## src/rtl/multicycle_alu_if.sv

```systemverilog
// ----------------------------------------------------------------------------
// multicycle_alu_if
// Bundles the request/response signals between the datapath controller
// (master) and the multi-cycle ALU (slave).
//
// Signals
//   start      master->slave  request, taken only while ready=1
//   op         master->slave  3-bit operation code
//   ovf_en     master->slave  enable signed add/sub overflow flag
//   a, b       master->slave  operands, sampled on the accepting edge only
//   ready      slave->master  ALU idle, a start on this edge is accepted
//   busy       slave->master  inverse of ready
//   done       slave->master  one-cycle pulse, results valid
//   result_lo  slave->master  result / product low / quotient
//   result_hi  slave->master  0 / product high / remainder
//   zero       slave->master  result_lo == 0
//   overflow   slave->master  signed add/sub overflow
//   div_zero   slave->master  divide by zero
//
// Handshake: a request is accepted on a rising clock edge where
// start=1 and ready=1. Operands and op are captured on that edge only.
// start while ready=0 is dropped, not queued. Completion is signalled by
// a single-cycle done pulse; ready is already 1 in that cycle so a new
// request may be accepted back-to-back.
// ----------------------------------------------------------------------------
interface multicycle_alu_if #(
    parameter int WIDTH = 32
);
    logic             start;
    logic [2:0]       op;
    logic             ovf_en;
    logic [WIDTH-1:0] a;
    logic [WIDTH-1:0] b;
    logic             ready;
    logic             busy;
    logic             done;
    logic [WIDTH-1:0] result_lo;
    logic [WIDTH-1:0] result_hi;
    logic             zero;
    logic             overflow;
    logic             div_zero;

    modport master (
        output start, op, ovf_en, a, b,
        input  ready, busy, done, result_lo, result_hi, zero, overflow, div_zero
    );

    modport slave (
        input  start, op, ovf_en, a, b,
        output ready, busy, done, result_lo, result_hi, zero, overflow, div_zero
    );
endinterface

```

## src/rtl/multicycle_alu.sv

```systemverilog
// ----------------------------------------------------------------------------
// multicycle_alu
// ALU for the multi-cycle datapath. ADD/SUB/OR/AND/SLT complete on the
// accepting edge. Signed MUL and signed/unsigned DIV iterate one bit per
// clock for WIDTH clocks, followed by one sign-fixup clock, giving a
// latency of WIDTH+1 from the accepting edge.
//
// Ports
//   clk          rising-edge clock
//   rst_n        asynchronous active-low reset
//   bus          multicycle_alu_if slave modport (request/response)
//   o_dbg_state  current FSM state (0 IDLE, 1 CALC)
// ----------------------------------------------------------------------------
module multicycle_alu #(
    parameter int WIDTH = 32
) (
    input  logic                   clk,
    input  logic                   rst_n,
    multicycle_alu_if.slave        bus,
    output logic                   o_dbg_state
);

    localparam logic [2:0] OP_ADD  = 3'd0;
    localparam logic [2:0] OP_SUB  = 3'd1;
    localparam logic [2:0] OP_OR   = 3'd2;
    localparam logic [2:0] OP_DIV  = 3'd3;
    localparam logic [2:0] OP_AND  = 3'd4;
    localparam logic [2:0] OP_SLT  = 3'd5;
    localparam logic [2:0] OP_MUL  = 3'd6;
    localparam logic [2:0] OP_DIVU = 3'd7;

    localparam logic [0:0] ST_IDLE = 1'b0;
    localparam logic [0:0] ST_CALC = 1'b1;

    localparam int              CW     = $clog2(WIDTH + 1);
    localparam logic [CW-1:0]   CNT_W  = CW'(WIDTH);

    // ------------------------------------------------------------------
    // State and datapath registers
    // ------------------------------------------------------------------
    logic [0:0]       r_state;
    logic [CW-1:0]    r_cnt;
    logic [2:0]       r_op;
    // MUL: r_hi = partial product, r_lo = multiplier shifting out.
    // DIV: r_hi = partial remainder, r_lo = dividend shifting out /
    //      quotient shifting in.
    logic [WIDTH-1:0] r_hi;
    logic [WIDTH-1:0] r_lo;
    logic [WIDTH-1:0] r_opnd;     // multiplicand or divisor magnitude
    logic [WIDTH-1:0] r_a_orig;   // raw dividend, returned on divide by zero
    logic             r_neg_q;    // negate product / quotient at the end
    logic             r_neg_r;    // negate remainder at the end

    logic             r_done;
    logic [WIDTH-1:0] r_res_lo;
    logic [WIDTH-1:0] r_res_hi;
    logic             r_zero;
    logic             r_ovf;
    logic             r_dz;

    // ------------------------------------------------------------------
    // Request decode
    // ------------------------------------------------------------------
    logic w_ready;
    logic w_accept;
    logic w_iter;
    logic w_signed_op;

    assign w_ready     = (r_state == ST_IDLE);
    assign w_accept    = bus.start & w_ready;
    assign w_iter      = (bus.op == OP_MUL) || (bus.op == OP_DIV) || (bus.op == OP_DIVU);
    assign w_signed_op = (bus.op == OP_MUL) || (bus.op == OP_DIV);

    // ------------------------------------------------------------------
    // Single-cycle operations
    // ------------------------------------------------------------------
    logic [WIDTH-1:0] w_add;
    logic [WIDTH-1:0] w_sub_ab;
    logic             w_add_ovf;
    logic             w_sub_ovf;
    logic             w_slt;
    logic [WIDTH-1:0] w_sc_lo;
    logic             w_sc_ovf;

    assign w_add     = bus.a + bus.b;
    assign w_sub_ab  = bus.a - bus.b;
    assign w_add_ovf = (bus.a[WIDTH-1] == bus.b[WIDTH-1]) && (w_add[WIDTH-1] != bus.a[WIDTH-1]);
    assign w_sub_ovf = (bus.a[WIDTH-1] != bus.b[WIDTH-1]) && (w_sub_ab[WIDTH-1] != bus.a[WIDTH-1]);
    // Direct signed compare, so a wrapped a-b cannot corrupt the answer.
    assign w_slt     = ($signed(bus.a) < $signed(bus.b));

    always_comb begin
        w_sc_lo  = '0;
        w_sc_ovf = 1'b0;
        case (bus.op)
            OP_ADD: begin
                w_sc_lo  = w_add;
                w_sc_ovf = bus.ovf_en & w_add_ovf;
            end
            OP_SUB: begin
                w_sc_lo  = w_sub_ab;
                w_sc_ovf = bus.ovf_en & w_sub_ovf;
            end
            OP_OR:   w_sc_lo = bus.a | bus.b;
            OP_AND:  w_sc_lo = bus.a & bus.b;
            OP_SLT:  w_sc_lo = {{(WIDTH-1){1'b0}}, w_slt};
            default: w_sc_lo = '0;
        endcase
    end

    // ------------------------------------------------------------------
    // Operand magnitudes for the iterative ops (DIVU keeps raw bits)
    // ------------------------------------------------------------------
    logic             w_a_neg;
    logic             w_b_neg;
    logic [WIDTH-1:0] w_a_mag;
    logic [WIDTH-1:0] w_b_mag;

    assign w_a_neg = w_signed_op & bus.a[WIDTH-1];
    assign w_b_neg = w_signed_op & bus.b[WIDTH-1];
    assign w_a_mag = w_a_neg ? (~bus.a + 1'b1) : bus.a;
    assign w_b_mag = w_b_neg ? (~bus.b + 1'b1) : bus.b;

    // ------------------------------------------------------------------
    // Iteration step
    // ------------------------------------------------------------------
    logic [WIDTH:0]   w_mul_sum;
    logic [WIDTH:0]   w_shift;
    logic [WIDTH-1:0] w_sub;
    logic             w_ge;

    assign w_mul_sum = {1'b0, r_hi} + (r_lo[0] ? {1'b0, r_opnd} : {(WIDTH+1){1'b0}});
    // Restoring division: shift the next dividend bit into the remainder.
    // The partial remainder stays below the divisor, so when a subtract
    // happens its result always fits in WIDTH bits.
    assign w_shift   = {r_hi, r_lo[WIDTH-1]};
    assign w_ge      = (w_shift >= {1'b0, r_opnd});
    assign w_sub     = w_shift[WIDTH-1:0] - r_opnd;

    // ------------------------------------------------------------------
    // Final sign fix-up for the iterative ops
    // ------------------------------------------------------------------
    logic [2*WIDTH-1:0] w_prod;
    logic [2*WIDTH-1:0] w_prod_fix;
    logic [WIDTH-1:0]   w_fin_lo;
    logic [WIDTH-1:0]   w_fin_hi;
    logic               w_fin_dz;

    assign w_prod     = {r_hi, r_lo};
    assign w_prod_fix = r_neg_q ? (~w_prod + 1'b1) : w_prod;

    always_comb begin
        w_fin_lo = '0;
        w_fin_hi = '0;
        w_fin_dz = 1'b0;
        if (r_op == OP_MUL) begin
            w_fin_lo = w_prod_fix[WIDTH-1:0];
            w_fin_hi = w_prod_fix[2*WIDTH-1:WIDTH];
        end else if (r_opnd == '0) begin
            w_fin_lo = '1;
            w_fin_hi = r_a_orig;
            w_fin_dz = 1'b1;
        end else begin
            w_fin_lo = r_neg_q ? (~r_lo + 1'b1) : r_lo;
            w_fin_hi = r_neg_r ? (~r_hi + 1'b1) : r_hi;
        end
    end

    // ------------------------------------------------------------------
    // FSM and registers
    // ------------------------------------------------------------------
    always_ff @(posedge clk or negedge rst_n) begin
        if (!rst_n) begin
            r_state  <= ST_IDLE;
            r_cnt    <= '0;
            r_op     <= OP_ADD;
            r_hi     <= '0;
            r_lo     <= '0;
            r_opnd   <= '0;
            r_a_orig <= '0;
            r_neg_q  <= 1'b0;
            r_neg_r  <= 1'b0;
            r_done   <= 1'b0;
            r_res_lo <= '0;
            r_res_hi <= '0;
            r_zero   <= 1'b0;
            r_ovf    <= 1'b0;
            r_dz     <= 1'b0;
        end else begin
            r_done <= 1'b0;
            case (r_state)
                ST_IDLE: begin
                    if (w_accept) begin
                        if (w_iter) begin
                            r_op     <= bus.op;
                            r_cnt    <= '0;
                            r_hi     <= '0;
                            r_a_orig <= bus.a;
                            r_neg_q  <= w_a_neg ^ w_b_neg;
                            r_neg_r  <= w_a_neg;
                            if (bus.op == OP_MUL) begin
                                r_lo   <= w_b_mag;
                                r_opnd <= w_a_mag;
                            end else begin
                                r_lo   <= w_a_mag;
                                r_opnd <= w_b_mag;
                            end
                            r_state <= ST_CALC;
                        end else begin
                            r_res_lo <= w_sc_lo;
                            r_res_hi <= '0;
                            r_zero   <= (w_sc_lo == '0);
                            r_ovf    <= w_sc_ovf;
                            r_dz     <= 1'b0;
                            r_done   <= 1'b1;
                        end
                    end
                end
                ST_CALC: begin
                    if (r_cnt != CNT_W) begin
                        r_cnt <= r_cnt + 1'b1;
                        if (r_op == OP_MUL) begin
                            r_hi <= w_mul_sum[WIDTH:1];
                            r_lo <= {w_mul_sum[0], r_lo[WIDTH-1:1]};
                        end else if (w_ge) begin
                            r_hi <= w_sub;
                            r_lo <= {r_lo[WIDTH-2:0], 1'b1};
                        end else begin
                            r_hi <= w_shift[WIDTH-1:0];
                            r_lo <= {r_lo[WIDTH-2:0], 1'b0};
                        end
                    end else begin
                        r_res_lo <= w_fin_lo;
                        r_res_hi <= w_fin_hi;
                        r_zero   <= (w_fin_lo == '0);
                        r_ovf    <= 1'b0;
                        r_dz     <= w_fin_dz;
                        r_done   <= 1'b1;
                        r_state  <= ST_IDLE;
                    end
                end
                default: r_state <= ST_IDLE;
            endcase
        end
    end

    // ------------------------------------------------------------------
    // Outputs
    // ------------------------------------------------------------------
    assign bus.ready     = w_ready;
    assign bus.busy      = ~w_ready;
    assign bus.done      = r_done;
    assign bus.result_lo = r_res_lo;
    assign bus.result_hi = r_res_hi;
    assign bus.zero      = r_zero;
    assign bus.overflow  = r_ovf;
    assign bus.div_zero  = r_dz;
    assign o_dbg_state   = r_state[0];

endmodule

```

## src/flat_wrapper.sv

```systemverilog
// flat-port wrapper written by rule: the top's interface ports become plain ports
module multicycle_alu_flat 
#(
    parameter int WIDTH = 32
)
  (clk, rst_n, o_dbg_state, bus_start, bus_op, bus_ovf_en, bus_a, bus_b, bus_ready, bus_busy, bus_done, bus_result_lo, bus_result_hi, bus_zero, bus_overflow, bus_div_zero);
  multicycle_alu_if #(.WIDTH(WIDTH)) bus_i ();
  input  logic clk;
  input  logic rst_n;
  output logic o_dbg_state;
  input wire logic [$bits(bus_i.start)-1:0] bus_start;
  input wire logic [$bits(bus_i.op)-1:0] bus_op;
  input wire logic [$bits(bus_i.ovf_en)-1:0] bus_ovf_en;
  input wire logic [$bits(bus_i.a)-1:0] bus_a;
  input wire logic [$bits(bus_i.b)-1:0] bus_b;
  output wire logic [$bits(bus_i.ready)-1:0] bus_ready;
  output wire logic [$bits(bus_i.busy)-1:0] bus_busy;
  output wire logic [$bits(bus_i.done)-1:0] bus_done;
  output wire logic [$bits(bus_i.result_lo)-1:0] bus_result_lo;
  output wire logic [$bits(bus_i.result_hi)-1:0] bus_result_hi;
  output wire logic [$bits(bus_i.zero)-1:0] bus_zero;
  output wire logic [$bits(bus_i.overflow)-1:0] bus_overflow;
  output wire logic [$bits(bus_i.div_zero)-1:0] bus_div_zero;
  assign bus_i.start = bus_start;
  assign bus_i.op = bus_op;
  assign bus_i.ovf_en = bus_ovf_en;
  assign bus_i.a = bus_a;
  assign bus_i.b = bus_b;
  assign bus_ready = bus_i.ready;
  assign bus_busy = bus_i.busy;
  assign bus_done = bus_i.done;
  assign bus_result_lo = bus_i.result_lo;
  assign bus_result_hi = bus_i.result_hi;
  assign bus_zero = bus_i.zero;
  assign bus_overflow = bus_i.overflow;
  assign bus_div_zero = bus_i.div_zero;
  multicycle_alu #(.WIDTH(WIDTH)) u_core (.clk(clk), .rst_n(rst_n), .bus(bus_i), .o_dbg_state(o_dbg_state));
endmodule
```

## config.mk

```make
export PLATFORM = sky130hd
export DESIGN_NAME = multicycle_alu_flat
export DESIGN_NICKNAME = d
export VERILOG_FILES = /design/src/rtl/multicycle_alu_if.sv /design/src/rtl/multicycle_alu.sv /design/src/flat_wrapper.sv
export SDC_FILE = /design/constraint.sdc
export NUM_CORES = 1
export LEC_CHECK = 0
export BUFFER_PORTS_ARGS = -buffer_cell sky130_fd_sc_hd__buf_2
export CORE_AREA = 2 2 236 238
export CTS_BUF_LIST = sky130_fd_sc_hd__clkbuf_2 sky130_fd_sc_hd__clkbuf_4 sky130_fd_sc_hd__clkbuf_8
export DETAILED_ROUTE_END_ITERATION = 10
export DIE_AREA = 0 0 238 240
export HOLD_SLACK_MARGIN = 0.08
export PLACE_DENSITY_LB_ADDON = 0.1
export SETUP_SLACK_MARGIN = 0.3
export SLEW_MARGIN = 20
export SYNTH_ARGS = -nofsm -noshare
export SYNTH_HDL_FRONTEND = slang
export SYNTH_SLANG_ARGS = --single-unit
```

## constraint.sdc

```tcl
create_clock -name clk -period 6.8 [get_ports clk]
set_input_delay 0.34 -clock clk [delete_from_list [all_inputs] [get_ports clk]]
set_output_delay 0.34 -clock clk [all_outputs]
set_load 0.01 [all_outputs]
```

* After elaboration in Yosys (flattened, before gate mapping) *
Cells that the tools add are included.

storage, ports and cells
  word-level logic and storage cells = 130
  memories kept = 0
  memory bits (writable) = 0
  latch bits = 0
  register bits = 208
  input port bits = 71
  output and inout bits = 71
  memory bits (read-only) = 0

operators by class
  order comparisons = 2
  $mul = 0
  equal/unequal tests = 18
  div/mod/pow operators = 0
  $add $sub $neg = 10
  mux-type cells = 60
  shifts and indexed selects = 0
  bitwise logic cells = 14
  reduce and logical (&&, ||, !) cells = 11

operators by type and width
  kind                     count
  $mux W32                 26
  $pmux W32 S2             4
  $pmux W32 S5             1
  $add A32 B1 Y32 const B  4
  $not A32 Y32             4
  $logic_not A32 Y1        3
  $add A64 B1 Y64 const B  1
  $mux W64                 1
  $not A64 Y64             1
  $sub A32 B32 Y32         2
  $add A32 B33 Y33         1
  $ge A33 B32 Y1           1
  $add A32 B32 Y32         1
  $and A32 B32 Y32         1
  $lt A32 B32 Y1           1
  $or A32 B32 Y32          1
  $mux W1                  18
  $mux W6                  3
  $eq A3 B3 Y1 const B     5
  $pmux W1 S2              6
  $pmux W6 S2              1
  $ne A2 B2 Y1 const B     5
  $reduce_and A3 Y1        3
  $add A6 B1 Y6 const B    1
  11 further kinds         20

* Logic depth before layout (Yosys ltp) *
Gate-level depths: netlist of the first run.

  depth in word-level cells = 8
  gate-level depth with buffers = 16
  mapped depth without buffers = 16

* Worst setup path before layout of the first run *
OpenSTA, ideal clock, no wires.

  kind = register to register
  from = register u_core.r_lo[10]
  to = register u_core.r_res_hi[14], in the netlist u_core.bus.result_hi[14]
  data required time = 6.679 ns
  slack = 2.793 ns
  buffers on the path = 3
  arrival = 3.886 ns
  period minus slack after synthesis = 4.007 ns
  setup time = 0.121 ns
  stages on the path, launching flop included = 15
  cells stage by stage = dfrtp_1 -> buf_6 -> or4_4 -> or4_4 -> or3_4 -> or4_4 -> buf_6 -> or3_1 -> or4_1 -> buf_2 -> nor2_1 -> nor2_1 -> o32ai_1 -> a21oi_1 -> a22o_1

between the ends
  word-level cells in the longest chain between the ends = 6

ends and longest elaborated chain
  what                      line                   text
  start: declaration        multicycle_alu.sv:48   logic [WIDTH-1:0] r_lo;
  start signal: assignment  multicycle_alu.sv:202  r_lo <= w_b_mag;
  start signal: assignment  multicycle_alu.sv:205  r_lo <= w_a_mag;
  start signal: assignment  multicycle_alu.sv:224  r_lo <= {w_mul_sum[0], r_lo[WIDTH-1:1]};
  $not A64 Y64              multicycle_alu.sv:150  assign w_prod_fix = r_neg_q ? (~w_prod + 1'b1) : w_prod;
  $add A64 B1 Y64           multicycle_alu.sv:150
  $mux W64                  multicycle_alu.sv:150
  $mux W32                  multicycle_alu.sv:156  if (r_op == OP_MUL) begin
  $mux W32                  multicycle_alu.sv:220  if (r_cnt != CNT_W) begin
  $pmux W32 S2              multicycle_alu.sv:191  case (r_state)
  end signal: assignment    multicycle_alu.sv:234  r_res_hi <= w_fin_hi;
  end: declaration          multicycle_alu.sv:56   logic [WIDTH-1:0] r_res_hi;

No other way between the ends. The select of a mux whose other input is x is not followed.
A chain may end at the register's enable or synchronous reset.

* Worst setup path in the final report of the first run *
  from = register u_core.r_hi[1]
  to = register u_core.r_hi[9]

between the ends
  word-level cells in the longest chain between the ends = 5
  elaborated cells between the ends (all ways) = 7
  classes of those cells = add/sub (2); order compare (1); mux (4)

ends and longest elaborated chain
  what                                                line                                          text
  start: declaration                                  multicycle_alu.sv:47                          logic [WIDTH-1:0] r_hi;
  start signal: assignment                            multicycle_alu.sv:223                         r_hi <= w_mul_sum[WIDTH:1];
  start signal: assignment                            multicycle_alu.sv:226                         r_hi <= w_sub;
  start signal: assignment                            multicycle_alu.sv:229                         r_hi <= w_shift[WIDTH-1:0];
  $sub A32 B32 Y32 or $ge A33 B32 Y1 (tied branches)  multicycle_alu.sv:138, multicycle_alu.sv:137
  $mux W32                                            multicycle_alu.sv:225                         end else if (w_ge) begin
  $mux W32 *                                          multicycle_alu.sv:222                         if (r_op == OP_MUL) begin
  $mux W32 *                                          multicycle_alu.sv:220
  $pmux W32 S2 *                                      multicycle_alu.sv:191

Mark *: on every way between the ends. The rest lies on a longest branch, timed or not. The select of a mux whose other input is x is not followed.

==> results of run 1 <==
-- kinds of logic (layout without fill, tap and decap cells) --
family	after synthesis	in the layout	share of synthesized area
adders and majority gates	184	184	0.108
buffers and inverters	357	409	0.0636
AOI/OAI and AO/OA	993	993	0.286
muxes	17	17	0.00793
other	0	1	0
and+or+nand+nor	974	974	0.205
DFF	208	208	0.241
xor gates and xnor gates	218	218	0.0884
-- cell usage after synthesis, types with 12 or more instances --
cell type / instances / share of area
nand4_1: 27 / 0.0078
nor4_1: 42 / 0.012
a31oi_1: 31 / 0.0090
o21ai_0: 301 / 0.070
nand2_1: 392 / 0.068
o21bai_1: 19 / 0.0066
mux2i_1: 16 / 0.0074
o211ai_1: 54 / 0.019
or3_1: 23 / 0.0067
a21o_1: 31 / 0.011
xor2_1: 71 / 0.029
dfrtp_1: 208 / 0.24
o21a_1: 12 / 0.0042
o31ai_1: 38 / 0.013
clkbuf_1: 174 / 0.030
or4_1: 20 / 0.0069
o221ai_1: 21 / 0.0085
and2_1: 13 / 0.0038
xnor2_1: 147 / 0.060
o41ai_1: 14 / 0.0057
a21oi_1: 248 / 0.057
nand2b_1: 22 / 0.0064
buf_1: 17 / 0.0030
nor3_1: 61 / 0.014
nor2_1: 250 / 0.043
nor2b_1: 25 / 0.0072
a221o_1: 14 / 0.0065
nand3_1: 56 / 0.013
o21ai_1: 15 / 0.0035
o22ai_1: 18 / 0.0052
a211oi_1: 83 / 0.029
inv_1: 151 / 0.026
ha_1: 180 / 0.10
-- power by group through the flow --
stage | clock network (mW) | logic [mW] | registers, mW
after floorplan | 0 | 5.12 | 2.29
after global placement | 0 | 6.86 | 2.74
after detailed placement | 0 | 6.93 | 2.75
after CTS | 1.60 | 6.96 | 2.74
after global routing | 1.64 | 7.76 | 2.82
final | 1.56 | 7.04 | 2.76
-- critical path: cells and delay by family, from the launching register on --
kind / cells / cell delay, ps
and+or+nand+nor: 2 / 780
AOI/OAI and AO/OA: 10 / 2480
adders and majority gates: 1 / 380
DFF: 1 / 580
buffers and inverters: 2 / 630
-- sequential cells by signal (all words and copies together), names as in the netlist, 3 cells and up --
register and flops:
u_core.r_opnd 32, u_core.r_a_orig 32, u_core.bus.result_lo 32, u_core.r_op 3, u_core.bus.result_hi 32, u_core.r_lo 32, u_core.r_cnt 6, u_core.r_hi 32
-- cell type report --
type | instances | area [um^2]
inverter | 156 | 586
antenna | 1 | 2.50
clock inverter | 12 | 144
multi-input combinational | 2386 | 15100
tap | 704 | 881
timing repair buffer | 174 | 971
clock buffer | 67 | 853
sequential | 208 | 5210
fill | 5722 | 30900
-- final timing paths --
kind                                     start  cells past startpoint         endpoint
worst max-delay path            u_core.r_hi[1]                     15   u_core.r_hi[9]
worst min-delay path                 bus_b[31]                      3   u_core.r_neg_q
worst max register to register  u_core.r_hi[1]                     15   u_core.r_hi[9]
worst min register to register  u_core.r_op[1]                      1   u_core.r_op[1]
max in group asynchronous                rst_n                      3  u_core.r_hi[12]
min in group asynchronous                rst_n                      2   u_core.r_hi[8]
-- layer usage --
layer  vias up  track usage  part of all wire
met3       149       0.0374             0.059
met4         0        0.131             0.043
met5         -            0                 0
li1      10639            -                 -
met1     11134        0.426              0.44
met2       870        0.521              0.46
-- through the flow --
stage	setup slack, ps	cell area [um^2]	total power, mW	util	cells
final	1770	23700	11.4	0.434	3708
after global routing	1510	23700	12.2	0.434	3708
after CTS	1810	23700	11.3	0.434	3707
after detailed placement	1820	22700	9.68	0.415	3625
after global placement	1980	22700	9.60	0.415	3625
after floorplan	2790	21600	7.41	-	2951
==> results.py, run 1 <==
metrics = {
    "power_and_ir_drop": {
        "ir_worst_vdd_v": 0.000194,
        "p_switching_mw": 5.95,
        "p_leak_nw": 10.3,
        "swShare": 0.524,
        "power.share.clock": 0.138,
        "combPwrFrac": 0.620,
        "p_seq_frac": 0.243,
        "power_per_cell_area_nw_per_um2": 479,
        "p_int_mw": 5.41,
    },
    "logic_synthesis": {
        "synth-seq-cells": 208,
        "synthFlopType": "dfrtp_1",
        "synth_warnings": 0,
        "synth_cell_types": 75,
        "netlist_area_um2": 21600,
        "syn_avg_cell_area_um2": 7.32,
        "synthArstFlopShare": 1.00,
        "yosysSeqAreaShare": 0.241,
        "synth_edf_count": 0,
        "synthesis.nets": 3206,
        "netlist_instances": 2951,
    },
    "floorplan": {
        "io-pin-count": 142,
        "start_util": 0.395,
        "fp.dieW_um": 238,
        "coreArea_um2": 54700,
        "die_h_um": 240,
        "row_count": 86,
        "die_area_um2": 57100,
    },
    "worst_setup_path": {
        "cp_max_fo": 38,
        "cp.arrival_ps": 5500,
        "crit_slowest_cell": "nor2_4",
        "max_stage_delay_ps": 690,
        "end_kind": "register",
        "crit_chain": "ha_1 > a21oi_1 > o21ai_0 > a221oi_1 > o211ai_1 > a41o_1 > a31oi_1 > buf_4 > a21o_1 > a21oi_1 > nor2_4 > buf_4 > nor2_1 > a211oi_1 > o21ai_0",
        "crit_type": "reg -> reg",
        "worst_setup_path_start_kind": "register",
        "r2r_slack_ps": 1770,
        "critPathRequiredTime_ps": 7270,
    },
    "grt": {
        "grt_overflow": 0,
        "antenna_found_initial": 1,
        "grt_max_degree": 116,
        "grt_pass1_wl_um": 138000,
        "first_global_vias": 21588,
        "grtUsageTotal": 0.318,
    },
    "timing": {
        "worst_pin_slew_ps": 1040,
        "finClkSkew_ps": 49.5,
        "fin_crit_sh": 0.739,
        "hold_viol": 0,
        "fmax_mhz": 199,
        "slew_violations": 0,
        "fin_setup_tns_ps": 0,
        "setup_viol": 0,
        "rsz0062_at_grt": "no",
        "fin_crit_ps": 5030,
        "slew_headroom": 0.307,
        "whs_ps": 122,
    },
    "cts": {
        "cts_tree": "yes",
        "ctsResizeCount": 0,
        "clock_latency_ps": 640,
        "hold_buffers": 3,
        "cts_buffer_depth": 3,
        "cts_max_level": 2,
        "cts.reportedPaths.clkPinSlew_ps": 60,
        "post_cts.repair.setup_buffers": 0,
        "cts_buffers": 43,
        "clock-sinks": 208,
        "cts_root_buf": "clkbuf_8",
    },
    "run": {
        "drv_cap": 0,
    },
    "place": {
        "io_buffer_count": 141,
        "gp_congestion": 0.970,
        "hpwl_um": 71000,
    },
    "final_layout": {
        "area_growth_pct": 9.83,
        "final_common_cell": "nand2_1",
        "final_cell_mix": "nand2_1 (391), o21ai_0 (301), a21oi_1 (248)",
        "drive_above_1_share": 0.0959,
        "layout.nets": 3224,
    },
    "drt": {
        "wl_um": 92600,
        "drt_first_pass_iters": 6,
        "wl_per_cell_um": 25.0,
        "detail-route-antenna-nets": 0,
        "dr.first_iter.drc_count": 1875,
        "vias": 22792,
        "vias_per_cell": 6.15,
        "drc": 0,
    },
    "outcome": {
        "outcome": "finished clean",
    },
    "worst_hold_path": {
        "worstHoldPathType": "in -> reg",
    },
}
No activity file was read; power rests on OpenSTA's default activity.
==> run 2, diff against run 1 <==
ABC_AREA = 1   (was not set)
CORE_AREA = 2 2 252 254   (was 2 2 236 238)
DIE_AREA = 0 0 254 256   (was 0 0 238 240)
clock period = 4.5 ns   (was 6.8 ns; I/O delays follow)
==> run 2 against run 1 <==
Net effect:
- worst hold slack got worse by 15 ps
- non-clock buffer count increased by 20
- synthesized cell count increased by 39%
==> results.py, run 2 <==
metrics = {
    "outcome": {
        "outcome": "finished clean",
    },
    "floorplan": {
        "io-pin-count": 142,
        "fp.dieW_um": 254,
        "row_count": 92,
        "start_util": 0.397,
        "coreArea_um2": 62400,
        "die_area_um2": 65000,
        "die_h_um": 256,
    },
    "run": {
        "drv_cap": 0,
    },
    "timing": {
        "fin_crit_ps": 3700,
        "setup_viol": 0,
        "slew_headroom": 0.260,
        "whs_ps": 107,
        "worst_pin_slew_ps": 1100,
        "hold_viol": 0,
        "slew_violations": 0,
        "fin_setup_tns_ps": 0,
        "finClkSkew_ps": 47.0,
        "rsz0062_at_grt": "no",
        "fmax_mhz": 271,
        "timing.final.ws_setup_ps": 804,
        "fin_crit_sh": 0.821,
    },
    "final_layout": {
        "drive_above_1_share": 0.0744,
        "final_cells": 5065,
        "layout.nets": 4443,
        "area_growth_pct": 10.0,
        "final_cell_mix": "nand2_1 (1036), inv_1 (538), nor2_1 (451)",
        "final_util": 0.436,
        "final_common_cell": "nand2_1",
    },
    "logic_synthesis": {
        "synth_cell_types": 57,
        "synth_edf_count": 0,
        "synth_top_area_frac": 0.210,
        "synthesis.nets": 4362,
        "yosysSeqAreaShare": 0.210,
        "synth.area.top_cells": "dfrtp_1 (21%), nand2_1 (16%), ha_1 (9.1%), inv_1 (8.2%), nand3_1 (7.1%)",
        "synthArstFlopShare": 1.00,
        "netlist_instances": 4107,
        "synth.largest_area_cell": "dfrtp_1",
        "synth_most_common_cell": "nand2_1",
        "netlist_area_um2": 24700,
        "synth_common_cells": "nand2_1 (1036), inv_1 (540), nor2_1 (456)",
        "syn_avg_cell_area_um2": 6.02,
        "synth-seq-cells": 208,
        "synth_warnings": 0,
        "synthFlopType": "dfrtp_1",
    },
    "worst_setup_path": {
        "crit_slowest_cell": "dfrtp_1",
        "critPathRequiredTime_ps": 4990,
        "end_kind": "register",
        "cp.arrival_ps": 4190,
        "cp_max_fo": 11,
        "max_stage_delay_ps": 610,
        "critical_path_buf_inv_count": 4,
        "worst_setup_path_start_kind": "register",
        "crit_type": "reg -> reg",
        "r2r_slack_ps": 800,
        "crit_chain": "buf_4 > nand2_1 > inv_1 > ha_1 > fa_1 > nand2_1 > o21ai_1 > inv_1 > o21ai_0 > inv_1 > o21ai_0 > nand4_1 > nand3_1 > nand3_1 > nand4_1 > nand2_1",
        "cp_top_family": "compound AO/OA/AOI/OAI gates",
    },
    "cts": {
        "cts_max_level": 2,
        "cts_tree": "yes",
        "cts_root_buf": "clkbuf_8",
        "cts.reportedPaths.clkPinSlew_ps": 60,
        "cts_buffer_depth": 3,
        "post_cts.repair.setup_buffers": 0,
        "clock_latency_ps": 640,
        "clock-sinks": 208,
        "cts_buffers": 41,
    },
    "drt": {
        "drc": 0,
        "dr.first_iter.drc_count": 3168,
        "vias_per_cell": 5.68,
        "drt_first_pass_iters": 7,
        "wl_um": 122000,
        "wl_per_cell_um": 24.0,
        "detail-route-antenna-nets": 0,
        "vias": 28767,
    },
    "place": {
        "io_buffer_count": 141,
        "dp_cells": 4972,
        "pre_cts_slack_ps": 719,
        "gp_congestion": 1.07,
        "hpwl_um": 99100,
    },
    "power_and_ir_drop": {
        "ir_worst_vdd_v": 0.000337,
        "p_switching_mw": 11.5,
        "power.share.clock": 0.109,
        "power_per_cell_area_nw_per_um2": 717,
        "p_leak_nw": 13.6,
        "p_seq_frac": 0.222,
        "combPwrFrac": 0.670,
        "swShare": 0.589,
        "p_int_mw": 8.03,
    },
    "grt": {
        "grt_pass1_wl_um": 177000,
        "grt_overflow": 0,
        "antenna_found_initial": 5,
        "first_global_vias": 27186,
        "grt_max_degree": 130,
        "grtUsageTotal": 0.368,
    },
    "worst_hold_path": {
        "worstHoldPathType": "in -> reg",
    },
}
run 2: cell count changes in the layout (fill, tap and decap cells not counted), moves of 50 or more:
cell	before	now
nand4_1	27	89
o21ai_0	301	351
nand3_1	56	351
xnor2_1	147	12
a211oi_1	83	3
inv_1	151	538
nor2_1	245	451
nand2_1	391	1036
run 2: kinds of logic after synthesis:
kind of cell / Yosys count / share of synthesized area
flops: 208 / 0.210
buf+inv: 708 / 0.111
xor+xnor: 125 / 0.0443
fa+ha+maj: 184 / 0.0943
simple gates: 2088 / 0.358
compound gates: 794 / 0.181
run 2: worst reg2reg max path: stages (launching register included):
cell     delay, ps
dfrtp_1        610
buf_4          230
nand2_1         60
inv_1           60
ha_1           180
fa_1           200
nand2_1         90
o21ai_1        370
inv_1          140
o21ai_0        360
inv_1          150
o21ai_0        470
nand4_1        220
nand3_1        140
nand3_1        120
nand4_1        140
nand2_1         50
run 2: metal layers:
| layer | routed length [um] | vias to the layer above | global-route usage | part of all wire |
|---|---|---|---|---|
| met3 | 7980 | 304 | 0.0412 | 0.066 |
| met1 | 49200 | 13451 | 0.461 | 0.40 |
| met2 | 54300 | 1346 | 0.591 | 0.45 |
| met5 | 13 | - | 0 | 0.00011 |
| li1 | - | 13664 | - | - |
| met4 | 10300 | 2 | 0.253 | 0.084 |
run 2: cell type report:
type	count	area, um^2
fill	6964	35200
multi-input combinational	3191	16800
sequential	208	5210
inverter	552	2070
timing repair buffer	194	1200
tap	846	1060
clock buffer	63	767
clock inverter	10	110
antenna	1	2.50
run 2: through the flow:
step	power, mW	cell area [um^2]
5_1_grt	20.8	27200
6_report	19.5	27200
3_5_place_dp	16.9	26200
2_1_floorplan	12.1	24700
3_3_place_gp	17.1	26200
4_1_cts	19.1	27200
run 2: final timing paths:
check,cells after the start,end,from
max in group asynchronous,3,u_core.bus.result_lo[25],rst_n
worst min register to register,2,u_core.bus.result_hi[24],u_core.bus.result_hi[24]
worst min-delay path,3,u_core.r_a_orig[3],bus_a[3]
worst max-delay path,16,u_core.r_hi[25],u_core.r_lo[0]
worst max register to register,16,u_core.r_hi[25],u_core.r_lo[0]
min in group asynchronous,2,u_core.r_hi[15],rst_n
run 2: power groups by stage:
stage	clock network [mW]	logic, mW	registers, mW
floorplan	0	8.55	3.54
global placement	0	12.8	4.27
detailed placement	0	12.7	4.27
CTS	2.15	12.8	4.25
global route	2.23	14.2	4.36
finish	2.12	13.1	4.32
run 2: repair_timing:
item                                   4_1_cts  5_1_grt
endpoints found under the hold margin       97        0
setup endpoints to repair                    0        1
hold buffers                                19        0
resized for setup                            0        1
